===== src/rtl/trng_pkg.sv =====
// trng_pkg
//   Shared types and defaults for the TRNG collector slice.
//   - collector_state_t : collector FSM encoding (COLLECT, FAULT)
//   - DEF_WIDTH / DEF_DEPTH / DEF_RCT_LIMIT : default parameter values
//   - next_run() : saturating repetition-count step
package trng_pkg;

    typedef enum logic {
        COLLECT = 1'b0,
        FAULT   = 1'b1
    } collector_state_t;

    localparam int unsigned DEF_WIDTH     = 32;
    localparam int unsigned DEF_DEPTH     = 4;
    localparam int unsigned DEF_RCT_LIMIT = 16;

    // A run count of 0 means "no previous bit" (after reset or clear), so
    // the next accepted bit always starts a fresh run of 1.
    function automatic logic [7:0] next_run(input logic [7:0] run,
                                            input logic       same,
                                            input logic [7:0] limit);
        logic [7:0] result;
        if (run == 8'd0 || !same) begin
            result = 8'd1;
        end else if (run >= limit) begin
            result = limit;
        end else begin
            result = run + 8'd1;
        end
        return result;
    endfunction

endpackage


===== src/rtl/trng_fifo.sv =====
// trng_fifo
//   Synchronous show-ahead FIFO for completed TRNG words.
//   Ports:
//     clk, rst_n : clock, asynchronous active-low reset
//     push       : write wr_data (accepted when not full, or when popping)
//     wr_data    : word to write
//     pop        : remove head word (ignored when empty)
//     flush      : empty the FIFO; wins over push and pop
//     rd_data    : head word, forced to 0 when empty
//     full/empty : occupancy flags
//     count      : words held (0..DEPTH)
module trng_fifo
    import trng_pkg::*;
#(
    parameter int unsigned WIDTH = DEF_WIDTH,
    parameter int unsigned DEPTH = DEF_DEPTH,
    localparam int unsigned CNT_W = $clog2(DEPTH + 1),
    localparam int unsigned PTR_W = $clog2(DEPTH)
) (
    input  logic             clk,
    input  logic             rst_n,
    input  logic             push,
    input  logic [WIDTH-1:0] wr_data,
    input  logic             pop,
    input  logic             flush,
    output logic [WIDTH-1:0] rd_data,
    output logic             full,
    output logic             empty,
    output logic [CNT_W-1:0] count
);

    logic [WIDTH-1:0] mem [DEPTH];
    logic [PTR_W-1:0] wr_ptr;
    logic [PTR_W-1:0] rd_ptr;
    logic             do_push;
    logic             do_pop;

    assign full  = (count == CNT_W'(DEPTH));
    assign empty = (count == '0);

    // A push into a full FIFO still lands when the head leaves on the same
    // edge: the write slot is the one the pop frees.
    assign do_pop  = pop && !empty && !flush;
    assign do_push = push && (!full || do_pop) && !flush;

    always_ff @(posedge clk) begin
        if (do_push) begin
            mem[wr_ptr] <= wr_data;
        end
    end

    always_ff @(posedge clk or negedge rst_n) begin
        if (!rst_n) begin
            wr_ptr <= '0;
            rd_ptr <= '0;
            count  <= '0;
        end else if (flush) begin
            wr_ptr <= '0;
            rd_ptr <= '0;
            count  <= '0;
        end else begin
            if (do_push) begin
                wr_ptr <= wr_ptr + PTR_W'(1);
            end
            if (do_pop) begin
                rd_ptr <= rd_ptr + PTR_W'(1);
            end
            case ({do_push, do_pop})
                2'b10:   count <= count + CNT_W'(1);
                2'b01:   count <= count - CNT_W'(1);
                default: count <= count;
            endcase
        end
    end

    // Masking keeps the output at 0 out of reset without resetting memory.
    assign rd_data = empty ? '0 : mem[rd_ptr];

endmodule


===== src/rtl/trng_collector.sv =====
// trng_collector
//   Packs accepted TRNG bits (MSB first) into WIDTH-bit words, buffers them
//   in a show-ahead FIFO and guards the stream with a repetition-count test.
//   Handshake: a word transfers on any rising edge where o_valid and i_ready
//   are both 1; o_valid never depends on i_ready and o_data is stable while
//   o_valid=1 and no transfer happens.
//   Ports:
//     clk, rst_n   : clock, asynchronous active-low reset
//     i_valid      : bit strobe; i_bit sampled when 1
//     i_bit        : random bit
//     i_clear      : synchronous flush and error clear (highest priority)
//     i_ready      : consumer takes the head word
//     o_data       : head-of-FIFO word (0 when empty)
//     o_valid      : FIFO non-empty
//     o_count      : words held
//     o_overflow   : sticky, a completed word was dropped
//     o_health_err : sticky, repetition-count test tripped
//     o_state      : current FSM state, for observation
module trng_collector
    import trng_pkg::*;
#(
    parameter int unsigned WIDTH     = DEF_WIDTH,
    parameter int unsigned DEPTH     = DEF_DEPTH,
    parameter int unsigned RCT_LIMIT = DEF_RCT_LIMIT,
    localparam int unsigned CNT_W = $clog2(DEPTH + 1),
    localparam int unsigned BIT_W = $clog2(WIDTH + 1)
) (
    input  logic             clk,
    input  logic             rst_n,
    input  logic             i_valid,
    input  logic             i_bit,
    input  logic             i_clear,
    input  logic             i_ready,
    output logic [WIDTH-1:0] o_data,
    output logic             o_valid,
    output logic [CNT_W-1:0] o_count,
    output logic             o_overflow,
    output logic             o_health_err,
    output collector_state_t o_state
);

    collector_state_t state;
    collector_state_t state_next;

    logic [WIDTH-2:0] sreg;      // bits gathered so far; the newest bit joins at LSB
    logic [BIT_W-1:0] bit_cnt;
    logic [7:0]       run_cnt;
    logic             prev_bit;
    logic             overflow_q;

    logic             accept;
    logic [7:0]       run_new;
    logic             trip;
    logic             word_done;
    logic [WIDTH-1:0] word;
    logic             fifo_full;
    logic             fifo_empty;
    logic             pop;
    logic             drop;

    // ---------------- datapath decode ----------------
    always_comb begin
        accept    = (state == COLLECT) && i_valid && !i_clear;
        run_new   = next_run(run_cnt, i_bit == prev_bit, 8'(RCT_LIMIT));
        trip      = accept && (run_new == 8'(RCT_LIMIT));
        // A tripping bit never completes a word, even if it is the last one.
        word_done = accept && !trip && (bit_cnt == BIT_W'(WIDTH - 1));
        word      = {sreg, i_bit};
        pop       = !fifo_empty && i_ready;
        drop      = word_done && fifo_full && !pop;
    end

    // ---------------- FSM: state register ----------------
    always_ff @(posedge clk or negedge rst_n) begin
        if (!rst_n) begin
            state <= COLLECT;
        end else begin
            state <= state_next;
        end
    end

    // ---------------- FSM: next state ----------------
    always_comb begin
        state_next = state;
        if (i_clear) begin
            state_next = COLLECT;
        end else if (trip) begin
            state_next = FAULT;
        end
    end

    // ---------------- FSM: outputs ----------------
    // The error flag is sticky exactly as long as the FSM sits in FAULT.
    always_comb begin
        o_health_err = (state == FAULT);
        o_state      = state;
    end

    // ---------------- shift register, bit and run counters ----------------
    always_ff @(posedge clk or negedge rst_n) begin
        if (!rst_n) begin
            sreg     <= '0;
            bit_cnt  <= '0;
            run_cnt  <= '0;
            prev_bit <= 1'b0;
        end else if (i_clear) begin
            sreg     <= '0;
            bit_cnt  <= '0;
            run_cnt  <= '0;
            prev_bit <= 1'b0;
        end else if (accept) begin
            run_cnt  <= run_new;
            prev_bit <= i_bit;
            if (trip) begin
                sreg    <= '0;
                bit_cnt <= '0;
            end else begin
                sreg    <= word[WIDTH-2:0];
                bit_cnt <= word_done ? '0 : bit_cnt + BIT_W'(1);
            end
        end
    end

    // ---------------- sticky overflow ----------------
    always_ff @(posedge clk or negedge rst_n) begin
        if (!rst_n) begin
            overflow_q <= 1'b0;
        end else if (i_clear) begin
            overflow_q <= 1'b0;
        end else if (drop) begin
            overflow_q <= 1'b1;
        end
    end

    assign o_overflow = overflow_q;

    // ---------------- word FIFO ----------------
    trng_fifo #(
        .WIDTH (WIDTH),
        .DEPTH (DEPTH)
    ) u_fifo (
        .clk     (clk),
        .rst_n   (rst_n),
        .push    (word_done),
        .wr_data (word),
        .pop     (pop),
        .flush   (i_clear),
        .rd_data (o_data),
        .full    (fifo_full),
        .empty   (fifo_empty),
        .count   (o_count)
    );

    assign o_valid = !fifo_empty;

endmodule


===== config.mk =====
export PLATFORM = sky130hd
export DESIGN_NAME = trng_collector
export DESIGN_NICKNAME = d
export VERILOG_FILES = /design/src/rtl/trng_pkg.sv /design/src/rtl/trng_fifo.sv /design/src/rtl/trng_collector.sv
export SDC_FILE = /design/constraint.sdc
export NUM_CORES = 1
export LEC_CHECK = 0
export BUFFER_PORTS_ARGS = -buffer_cell sky130_fd_sc_hd__buf_4
export CAP_MARGIN = 10
export CORE_MARGIN = 4
export CORE_UTILIZATION = 50
export CTS_BUF_LIST = sky130_fd_sc_hd__clkbuf_16
export DETAILED_ROUTE_END_ITERATION = 8
export PLACE_DENSITY = 0.67
export SYNTH_ARGS = -nofsm -noshare
export SYNTH_HDL_FRONTEND = slang
export SYNTH_SLANG_ARGS = --single-unit

===== constraint.sdc =====
create_clock -name clk -period 2.4 [get_ports clk]
set_input_delay 0.36 -clock clk [delete_from_list [all_inputs] [get_ports clk]]
set_output_delay 0.36 -clock clk [all_outputs]
set_load 0.01 [all_outputs]

==> results of run 1 <==
==> worst min-delay path by stage <==
stage / startpoint / endpoint / slack, ns / cells after the start
4_1_cts: rst_n / sreg[26] / 0.02 / 1
3_5_place_dp: rst_n / sreg[26] / 0.48 / 1
5_1_grt: rst_n / sreg[27] / 0.05 / 1
2_1_floorplan: rst_n / bit_cnt[0] / 0.06 / 0
3_3_place_gp: rst_n / sreg[26] / 0.47 / 1
6_report: rst_n / sreg[27] / -0.005 / 1
==> area by class of cell <==
type,count,area [sq um]
clock buffers,17,425
clock inverters,15,163
fillers,1043,5330
inverters,8,30.0
multi-input cells,200,2020
flip-flops and latches,183,5220
well taps,180,225
repair buffers,74,681
==> registers in the layout, indices dropped and copies added (netlist names) <==
signal and flops:
bit_cnt 6, o_health_err 1, o_overflow 1, prev_bit 1, run_cnt 8, sreg 31
u_fifo.count 3, u_fifo.mem 128, u_fifo.rd_ptr 2, u_fifo.wr_ptr 2
==> power by group through the flow <==
stage	clock [mW]	sequential, mW	combinational [mW]
2_1_floorplan	0	3.44	0.0678
3_3_place_gp	0	3.45	0.122
6_report	2.76	3.38	0.139
3_5_place_dp	0	3.45	0.126
4_1_cts	2.80	3.38	0.132
5_1_grt	2.94	3.38	0.157
==> layout by cell type (no fill, tap or decap), types with 2 or more instances in the layout <==
| master | count |
|---|---|
| a21oi_1 | 5 |
| o21ai_0 | 7 |
| mux2_4 | 2 |
| nand4_1 | 2 |
| buf_12 | 7 |
| nor2_1 | 9 |
| nand3_1 | 4 |
| nor2b_1 | 2 |
| and2_2 | 4 |
| nand2_1 | 18 |
| ha_1 | 5 |
| mux4_2 | 32 |
| clkinv_4 | 2 |
| o31ai_1 | 2 |
| nor3b_4 | 2 |
| xnor2_1 | 3 |
| dfrtp_2 | 2 |
| clkinvlp_4 | 3 |
| edfxtp_1 | 128 |
| bufinv_16 | 3 |
| o21ai_1 | 2 |
| a22o_1 | 34 |
| clkbuf_16 | 18 |
| dfrtp_1 | 53 |
| and2_1 | 35 |
| a31oi_1 | 3 |
| buf_4 | 65 |
| clkinv_2 | 5 |
| a21oi_4 | 2 |
| inv_1 | 9 |
| mux2i_1 | 3 |
| xor2_1 | 3 |
| nor3_2 | 2 |
==> stage by stage <==
stage                     cells  TNS (ns)
final                       677         0
after global routing        677    -0.935
after CTS                   672         0
after detailed placement    637    -0.108
after global placement      637         0
after floorplan             414         0
==> critical path: cells and delay by family (launching register included) <==
family                     cells  cell delay, ns
and+or+nand+nor                5            0.96
adders and majority gates      2            0.55
DFF                            1            0.40
AOI/OAI and AO/OA              3            0.32
==> what timing repair did <==
| action | in CTS | in global routing |
|---|---|---|
| gates cloned | 0 | 1 |
| setup buffers | 3 | 4 |
| hold buffers | 0 | 0 |
| pin swaps | 3 | 8 |
| endpoints found under the setup margin | 1 | 134 |
| gates resized for setup | 3 | 6 |
==> metal layers <==
| layer | part of all wire [%] | global-route usage (%) | vias to the layer above |
|---|---|---|---|
| li1 | - | - | 1749 |
| met1 | 44 | 23.1 | 1939 |
| met2 | 51 | 27.0 | 82 |
| met3 | 4.2 | 4.28 | 13 |
| met4 | 0.92 | 5.13 | 0 |
| met5 | 0 | 0 | - |
==> cell families after synthesis <==
logic type	synth area share (%)
AO/OA/AOI/OAI	6.59
XOR/XNOR	0.719
adder cells (fa/ha/maj)	1.47
buffers and inverters	1.82
flip-flops	71.5
multiplexers	10.8
AND/OR/NAND/NOR	7.11
==> impl_metrics.csv, run 1 <==
group,metric,value,unit
sta,worst_pin_slew,0.738,ns
place,dp_hpwl,7.54,mm
floorplanning,pin_count,45,
layout,antenna_cells,0,
layout,nNetsFinal,498,
global_routing,groute.usage.overall,16.9,%
critical_path,end_kind,"flip-flop",
sta,finalWorstSetupSlack,0.0734,ns
drt,firstDrtPassIters,4,
critical_path,crit_path_start,"bit_cnt[1]",
global_routing,antenna_found_initial,0,
clock_tree,clockBufferDepth,2,
power,p_comb_share,2.2,%
critical_path,required,2.74,ns
power,cellLeakagePower,3.34,nW
synthesis,synth_top_area_cell,"edfxtp_1",
clock_tree,root_buffer,"clkbuf_16",
drt,route.detailed.drc,0,
clock_tree,clk_latency,0.42,ns
clock_tree,cts_made_buffers,17,
clock_tree,clkTransAtPathRegs,0.06,ns
global_routing,grt_max_degree,56,
critical_path,cpPeakStageDelay,0.41,ns
critical_path,reg2reg_slack,0.07,ns
drt,first_iter_violations,344,
sta,setup-violations-final,0,
power,p_seq_share,53.9,%
drt,wl_per_cell,19.4,um
floorplanning,die_area,16600,sq um
synthesis,yosys-top-cells-count,"128 x edfxtp_1, 55 x dfrtp_1, 39 x and2_1",
power,power.switching,1.24,mW
sta,hold_ws,-0.00457,ns
layout,final_cell_area,8760,sq um
synthesis,synth-seq-area-share,71.5,%
critical_path,crit_chain,"ha_4, nand3_4, or3b_4, a21oi_4, nor3_2, fa_2, nor3_2, a21oi_1, or2_1, a31oi_1",
synthesis,yosys-top-cells-area,"edfxtp_1 53%, dfrtp_1 19%, mux4_2 9.9%",
sta,skew,0.00781,ns
layout,post-route-util,62.2,%
clock_tree,cts.htree.levels,4,
sta,min_period_over_period,96.9,%
synthesis,yosysUniqueCellTypes,43,
power,power_density,717,nW/um^2
critical_path,slowest_stage,"or3b_4",
critical_path,reg2regPathDepth,10,
synthesis,yosysWarnings,0,
synthesis,syn_area,7310,sq um
sta,rsz0062_at_grt,"yes",
place,globalplace.congestion,0.833,
synthesis,synth_seq_cells,183,
synthesis,postSynthCellCount,414,
global_routing,grt_pass1_vias,3823,
outcome,violations,"negative hold slack",
drt,vias,3783,
floorplanning,dieHeight,129,um
synthesis,synth.most_common_cell,"edfxtp_1",
sta,drv_slew,0,
critical_path,crit_type,"flip-flop to flip-flop",
drt,ant_nets,0,
power,power,6.28,mW
run,cap_violations,0,
clock_tree,clkSinkCount,183,
place,placed_cell_area,8050,sq um
place,dp_slack,-0.108,ns
floorplanning,coreArea,14100,sq um
synthesis,synth_edf_count,128,
floorplanning,initial_core_util,51.8,%
critical_path,worstPathArrival,2.67,ns
floorplanning,rows,43,
place,io_buffers,44,
synthesis,synthArstFlopShare,30.1,%
global_routing,grt_pass1_wl,21.1,mm
sta,hold_violations,2,
critical_path,cp_max_fo,4,
synthesis,netlist.area_leader.share,52.6,%
critical_path,worst_setup_path_start_kind,"flip-flop",
sta,fin_crit,2.33,ns
layout,area_growth,20.0,%
sta,fmax,430,MHz
outcome,status,"complete, but fails checks",
critical_path,reg2reg_from,"bit_cnt[1]",
clock_tree,cts_tree,"built",
critical_path,path_common_cell,"nor3_2",
power,power.internal,5.04,mW
power,ir_worst_vdd,0.438,mV
drt,via_per_inst,5.59,
floorplanning,die_w,129,um
critical_path,endpoint,"u_fifo.count[2]",
layout,drive_gt1_share,31.8,%
drt,wl,13.1,mm
synthesis,avgSynthCellArea,17.6,sq um
synthesis,ys.flop_type,"edfxtp_1",
critical_path,worst_r2r_endpoint,"u_fifo.count[2]",
power,power_frac_clock,43.9,%
sta,slew_headroom,50.8,%
global_routing,grt-ovfl-total,0,
power,switching_share,19.8,%
synthesis,syn_nets,428,
min_path,hold_class,"primary input to async pin",
Power figures use the tool's default switching activity.
==> run 2: changes to the inputs <==
- BUFFER_PORTS_ARGS: -buffer_cell sky130_fd_sc_hd__buf_4 -> -buffer_cell sky130_fd_sc_hd__buf_2
==> run 2 against run 1 <==
Effect of this change:
- the run now ends clean
- total power fell by 0.48%
- register-to-register slack improved by 0.07 ns
- worst hold slack improved by 0.27 ns
- clock power fell by 1%
- clock skew rose by 0.0019 ns
- setup slack improved by 0.071 ns
- critical endpoint unchanged
- highest routed layer unchanged
==> impl_metrics.csv, run 2 (same netlist as run 1, synthesis figures left out) <==
group,metric,value,unit
critical_path,reg2regPathDepth,10,
sta,slew_headroom,64.2,%
place,dp_cells,641,
critical_path,worst_r2r_endpoint,"u_fifo.count[2]",
floorplanning,dieHeight,129,um
outcome,status,"completed",
layout,final_cell_area,8700,sq um
layout,reg_top3,"u_fifo.mem (128), sreg (31), run_cnt (8)",
drt,ant_nets,0,
power,switching_share,19.3,%
critical_path,required,2.74,ns
critical_path,cp_max_fo,5,
power,ir_worst_vdd,0.336,mV
drt,via_per_inst,5.71,
sta,hold_violations,0,
place,globalplace.congestion,0.769,
clock_tree,cts_made_buffers,17,
clock_tree,root_buffer,"clkbuf_16",
sta,fin_crit,2.26,ns
sta,hold_ws,0.266,ns
sta,fin_setup_tns,0,ns
power,cellLeakagePower,3.36,nW
global_routing,groute.usage.overall,16.9,%
drt,first_iter_violations,234,
sta,rsz0062_at_grt,"yes",
layout,antenna_cells,0,
global_routing,grt_pass1_wl,21.4,mm
layout,final_common_cell,"edfxtp_1",
critical_path,crit_chain,"ha_4, nand3_2, or3b_4, a21oi_4, nor3_2, fa_2, nor3_2, a21oi_1, or2_1, a31oi_1",
layout,nNetsFinal,502,
place,io_buffers,44,
critical_path,crit_type,"flip-flop to flip-flop",
power,p_comb_share,2.4,%
drt,firstDrtPassIters,4,
sta,drv_slew,0,
sta,worst_pin_slew,0.537,ns
sta,fmax,443,MHz
global_routing,grt_pass1_vias,3995,
sta,setup-violations-final,0,
layout,area_growth,19.0,%
power,power_frac_clock,43.4,%
floorplanning,die_w,129,um
floorplanning,die_area,16600,sq um
drt,vias,3886,
critical_path,endpoint,"u_fifo.count[2]",
floorplanning,pin_count,45,
clock_tree,clkSinkCount,183,
critical_path,worst-path-buf-inv,0,
min_path,hold_class,"primary input to flip-flop",
critical_path,path_common_cell,"nor3_2",
floorplanning,initial_core_util,51.8,%
drt,wl_per_cell,19.2,um
clock_tree,clockBufferDepth,2,
power,power.switching,1.21,mW
layout,largest_reg_flops,128,
layout,final_cell_count_no_fill,681,
run,cap_violations,0,
floorplanning,rows,43,
critical_path,cp.depth,10,
drt,wl,13.1,mm
power,p_seq_share,54.2,%
critical_path,worstPathArrival,2.59,ns
drt,route.detailed.drc,0,
place,placed_cell_area,7980,sq um
clock_tree,cts_tree,"built",
global_routing,grt-ovfl-total,0,
clock_tree,clk_latency,0.42,ns
clock_tree,cts.htree.levels,4,
power,power_density,719,nW/um^2
sta,min_period_over_period,94.0,%
layout,top_register,"u_fifo.mem",
critical_path,critical-path-top-delay-family,"simple AND/OR/NAND/NOR gates",
global_routing,grt_max_degree,47,
layout,drive_gt1_share,31.9,%
critical_path,worst_setup_path_start_kind,"flip-flop",
floorplanning,coreArea,14100,sq um
critical_path,reg2reg_slack,0.14,ns
global_routing,antenna_found_initial,0,
critical_path,reg2reg_from,"bit_cnt[1]",
power,power.internal,5.04,mW
critical_path,slowest_stage,"or3b_4",
clock_tree,clkTransAtPathRegs,0.07,ns
critical_path,crit_path_start,"bit_cnt[1]",
critical_path,cpPeakStageDelay,0.41,ns
critical_path,end_kind,"flip-flop",
place,dp_hpwl,7.84,mm
layout,fill_cells,1059,
sta,skew,0.00969,ns
layout,layout_common_cells,"128 x edfxtp_1, 53 x dfrtp_1, 44 x buf_2",
-- run 2: worst min path at each step --
stage	start	end	slack, ns	cells past startpoint
global route	i_valid	o_health_err	0.28	3
CTS	i_valid	o_health_err	0.25	3
finish	i_valid	o_health_err	0.27	3
detailed placement	rst_n	sreg[27]	0.31	1
global placement	rst_n	sreg[27]	0.30	1
floorplan	rst_n	bit_cnt[0]	0.06	0
-- run 2: power by group through the flow --
stage | clock network [mW] | logic, mW | registers [mW]
after CTS | 2.77 | 0.138 | 3.38
after global routing | 2.91 | 0.164 | 3.38
final | 2.72 | 0.150 | 3.38
after detailed placement | 0 | 0.127 | 3.45
after global placement | 0 | 0.125 | 3.45
after floorplan | 0 | 0.0678 | 3.44
-- run 2: area by class of cell --
class	count	area, sq um	share of cell area (%)
sequential	183	5220	60.0
multi-input combinational	200	2040	23.4
timing repair buffer	78	594	6.83
clock buffer	17	425	4.89
tap	180	225	2.59
clock inverter	15	160	1.84
inverter	8	30.0	0.345
-- run 2: what timing repair did --
action                     4_1_cts  5_1_grt
setup endpoints to repair        1        9
gates resized for setup          5        6
hold endpoints to repair        12        0
pin swaps                        3        5
setup buffers                    2        5
hold buffers                     1        0
-- run 2: per-stage QoR --
| stage | total power, mW | worst slack [ns] | util [%] |
|---|---|---|---|
| 2_1_floorplan | 3.51 | 0.0373 | - |
| 3_3_place_gp | 3.57 | 0.0651 | 56.6 |
| 3_5_place_dp | 3.57 | -0.0587 | 56.6 |
| 4_1_cts | 6.30 | 0.0281 | 61.2 |
| 5_1_grt | 6.46 | -0.00223 | 61.7 |
| 6_report | 6.25 | 0.145 | 61.7 |
-- run 2: worst reg2reg max path, delay by kind of cell (launching register included) --
kind                       cells  cell delay (ns)
AOI/OAI and AO/OA              3             0.31
adders and majority gates      2             0.55
DFF                            1             0.40
and+or+nand+nor                5             0.90
-- run 2: routing by layer --
metal / global-route usage, % / part of all wire, % / routed length (um) / up-vias
met5: 0 / 0 / 0 / -
met1: 22.1 / 43 / 5650 / 2051
li1: - / - / - / 1747
met4: 6.18 / 1.6 / 208 / 0
met2: 28.2 / 52 / 6790 / 69
met3: 3.65 / 3.3 / 431 / 19
==> run 3: changes to the inputs <==
- CAP_MARGIN: 10 -> default
- CELL_PAD_IN_SITES_DETAIL_PLACEMENT: default -> 1
- CELL_PAD_IN_SITES_GLOBAL_PLACEMENT: default -> 1
- CORE_UTILIZATION: 50 -> 47
- PLACE_DENSITY: 0.67 -> 0.72
==> run 3 against run 2 <==
Effect of this change:
- wire length increased by 12%
- critical path depth down 6
- sequential share of layout area grew 0.25 points
- cell count grew 1.3%
- total power decreased by 1.2%
- clock-buffer cell count did not move
- cell area is 0.43% lower
- non-clock buffer count grew 1
- flip-flop and latch count is the same
==> impl_metrics.csv, run 3 (same netlist as run 1, synthesis figures left out) <==
group,metric,value,unit
outcome,status,"completed",
sta,slew_headroom,59.3,%
sta,rsz0062_at_grt,"yes",
layout,final_common_cell,"edfxtp_1",
critical_path,cp_max_fo,10,
floorplanning,initial_core_util,48.1,%
layout,fill_cells,1386,
layout,seq_area,5220,sq um
place,globalplace.congestion,0.791,
layout,antenna_cells,0,
critical_path,endpoint,"o_data[1]",
run,cap_violations,0,
power,power,6.18,mW
drt,wl,14.6,mm
power,ir_worst_vdd,0.467,mV
sta,min_period_over_period,97.2,%
layout,nNetsFinal,503,
critical_path,crit_type,"flip-flop to output pin",
critical_path,required,2.04,ns
sta,fin_crit,2.33,ns
critical_path,worstPathArrival,1.97,ns
global_routing,groute.usage.overall,17.8,%
power,cellLeakagePower,3.35,nW
clock_tree,clk_latency,0.42,ns
sta,fin_setup_tns,0,ns
layout,largest_reg_flops,128,
critical_path,reg2reg_from,"bit_cnt[0]",
drt,firstDrtPassIters,4,
global_routing,grt_pass1_vias,4266,
layout,layout_common_cells,"128 x edfxtp_1, 54 x dfrtp_1, 44 x buf_2",
clock_tree,clockBufferDepth,2,
drt,first_iter_violations,215,
clock_tree,root_buffer,"clkbuf_16",
sta,hold_ws,0.274,ns
floorplanning,pin_count,45,
place,dp_hpwl,8.58,mm
sta,fmax,429,MHz
layout,post-route-util,57.0,%
drt,vias,3904,
place,io_buffers,44,
drt,wl_per_cell,21.1,um
floorplanning,die_area,17600,sq um
clock_tree,clkSinkCount,183,
critical_path,worst_setup_path_start_kind,"flip-flop",
min_path,hold_class,"primary input to flip-flop",
layout,multi_input_area,2020,sq um
power,power_density,713,nW/um^2
layout,top_register,"u_fifo.mem",
sta,setup-violations-final,0,
global_routing,grt_max_degree,39,
global_routing,antenna_found_initial,0,
drt,ant_nets,0,
layout,drive_gt1_share,31.9,%
layout,reg_top3,"u_fifo.mem (128), sreg (31), run_cnt (8)",
floorplanning,dieHeight,133,um
critical_path,reg2regPathDepth,10,
critical_path,crit_path_start,"u_fifo.rd_ptr[0]",
layout,area_growth,18.5,%
place,placed_cell_area,7950,sq um
clock_tree,clkTransAtPathRegs,0.07,ns
sta,hold_violations,0,
sta,skew,0.00871,ns
floorplanning,rows,45,
clock_tree,cts.htree.levels,4,
layout,final_cell_area,8660,sq um
critical_path,reg2reg_slack,0.14,ns
floorplanning,die_w,133,um
drt,route.detailed.drc,0,
sta,worst_pin_slew,0.610,ns
clock_tree,cts_tree,"built",
sta,drv_slew,0,
drt,via_per_inst,5.66,
global_routing,grt-ovfl-total,0,
critical_path,end_kind,"output pin",
floorplanning,coreArea,15200,sq um
critical_path,worst_r2r_endpoint,"u_fifo.count[2]",
clock_tree,cts_made_buffers,17,
global_routing,grt_pass1_wl,24.1,mm
-- run 3: worst max-delay path, stage by stage, from the launching register on --
cell     delay, ns
dfrtp_2       0.50
buf_12        0.20
mux4_2        0.55
and2_1        0.17
buf_2         0.13
-- run 3: how the worst min path moves through the flow --
stage / from / endpoint / slack, ns / cells after the start
finish: i_valid / o_health_err / 0.27 / 3
global route: i_valid / o_health_err / 0.28 / 3
CTS: i_valid / o_health_err / 0.26 / 3
detailed placement: rst_n / u_fifo.rd_ptr[0] / 0.41 / 1
global placement: rst_n / bit_cnt[1] / 0.40 / 1
floorplan: rst_n / bit_cnt[0] / 0.06 / 0
-- run 3: repair_timing --
| item | in CTS | in global routing |
|---|---|---|
| hold endpoints to repair | 23 | 0 |
| buffers inserted | 6 | 4 |
| pin swaps | 3 | 6 |
| gates resized for setup | 4 | 4 |
| endpoints found under the setup margin | 17 | 108 |
| hold buffers | 1 | 0 |
| cloned | 0 | 1 |
-- run 3: cell type report --
| class | count | share of cell area [%] |
|---|---|---|
| well taps | 188 | 2.72 |
| flip-flops and latches | 183 | 60.3 |
| clock buffers | 17 | 4.91 |
| repair buffers | 79 | 6.82 |
| multi-input cells | 200 | 23.3 |
| clock inverters | 15 | 1.59 |
| inverters | 8 | 0.347 |
-- run 3: through the flow --
stage	setup WS (ns)	cells
after global routing	-0.00288	690
final	0.0664	690
after floorplan	0.0373	414
after global placement	0.0563	646
after CTS	0.00215	685
after detailed placement	-0.0313	646
-- run 3: per-layer routing --
layer	vias up	track usage, %	routed length (um)
li1	1750	-	-
met1	2076	23.4	6570
met2	63	29.7	7420
met3	15	4.30	435
met4	0	5.08	174
met5	-	0	0
-- run 3: report_power, final --
| group | internal [mW] | leakage [nW] | switching (mW) |
|---|---|---|---|
| logic | 0.0534 | 1.11 | 0.0946 |
| registers | 3.37 | 1.97 | 0.0177 |
| clock network | 1.52 | 0.270 | 1.13 |
| total | 4.94 | 3.35 | 1.24 |
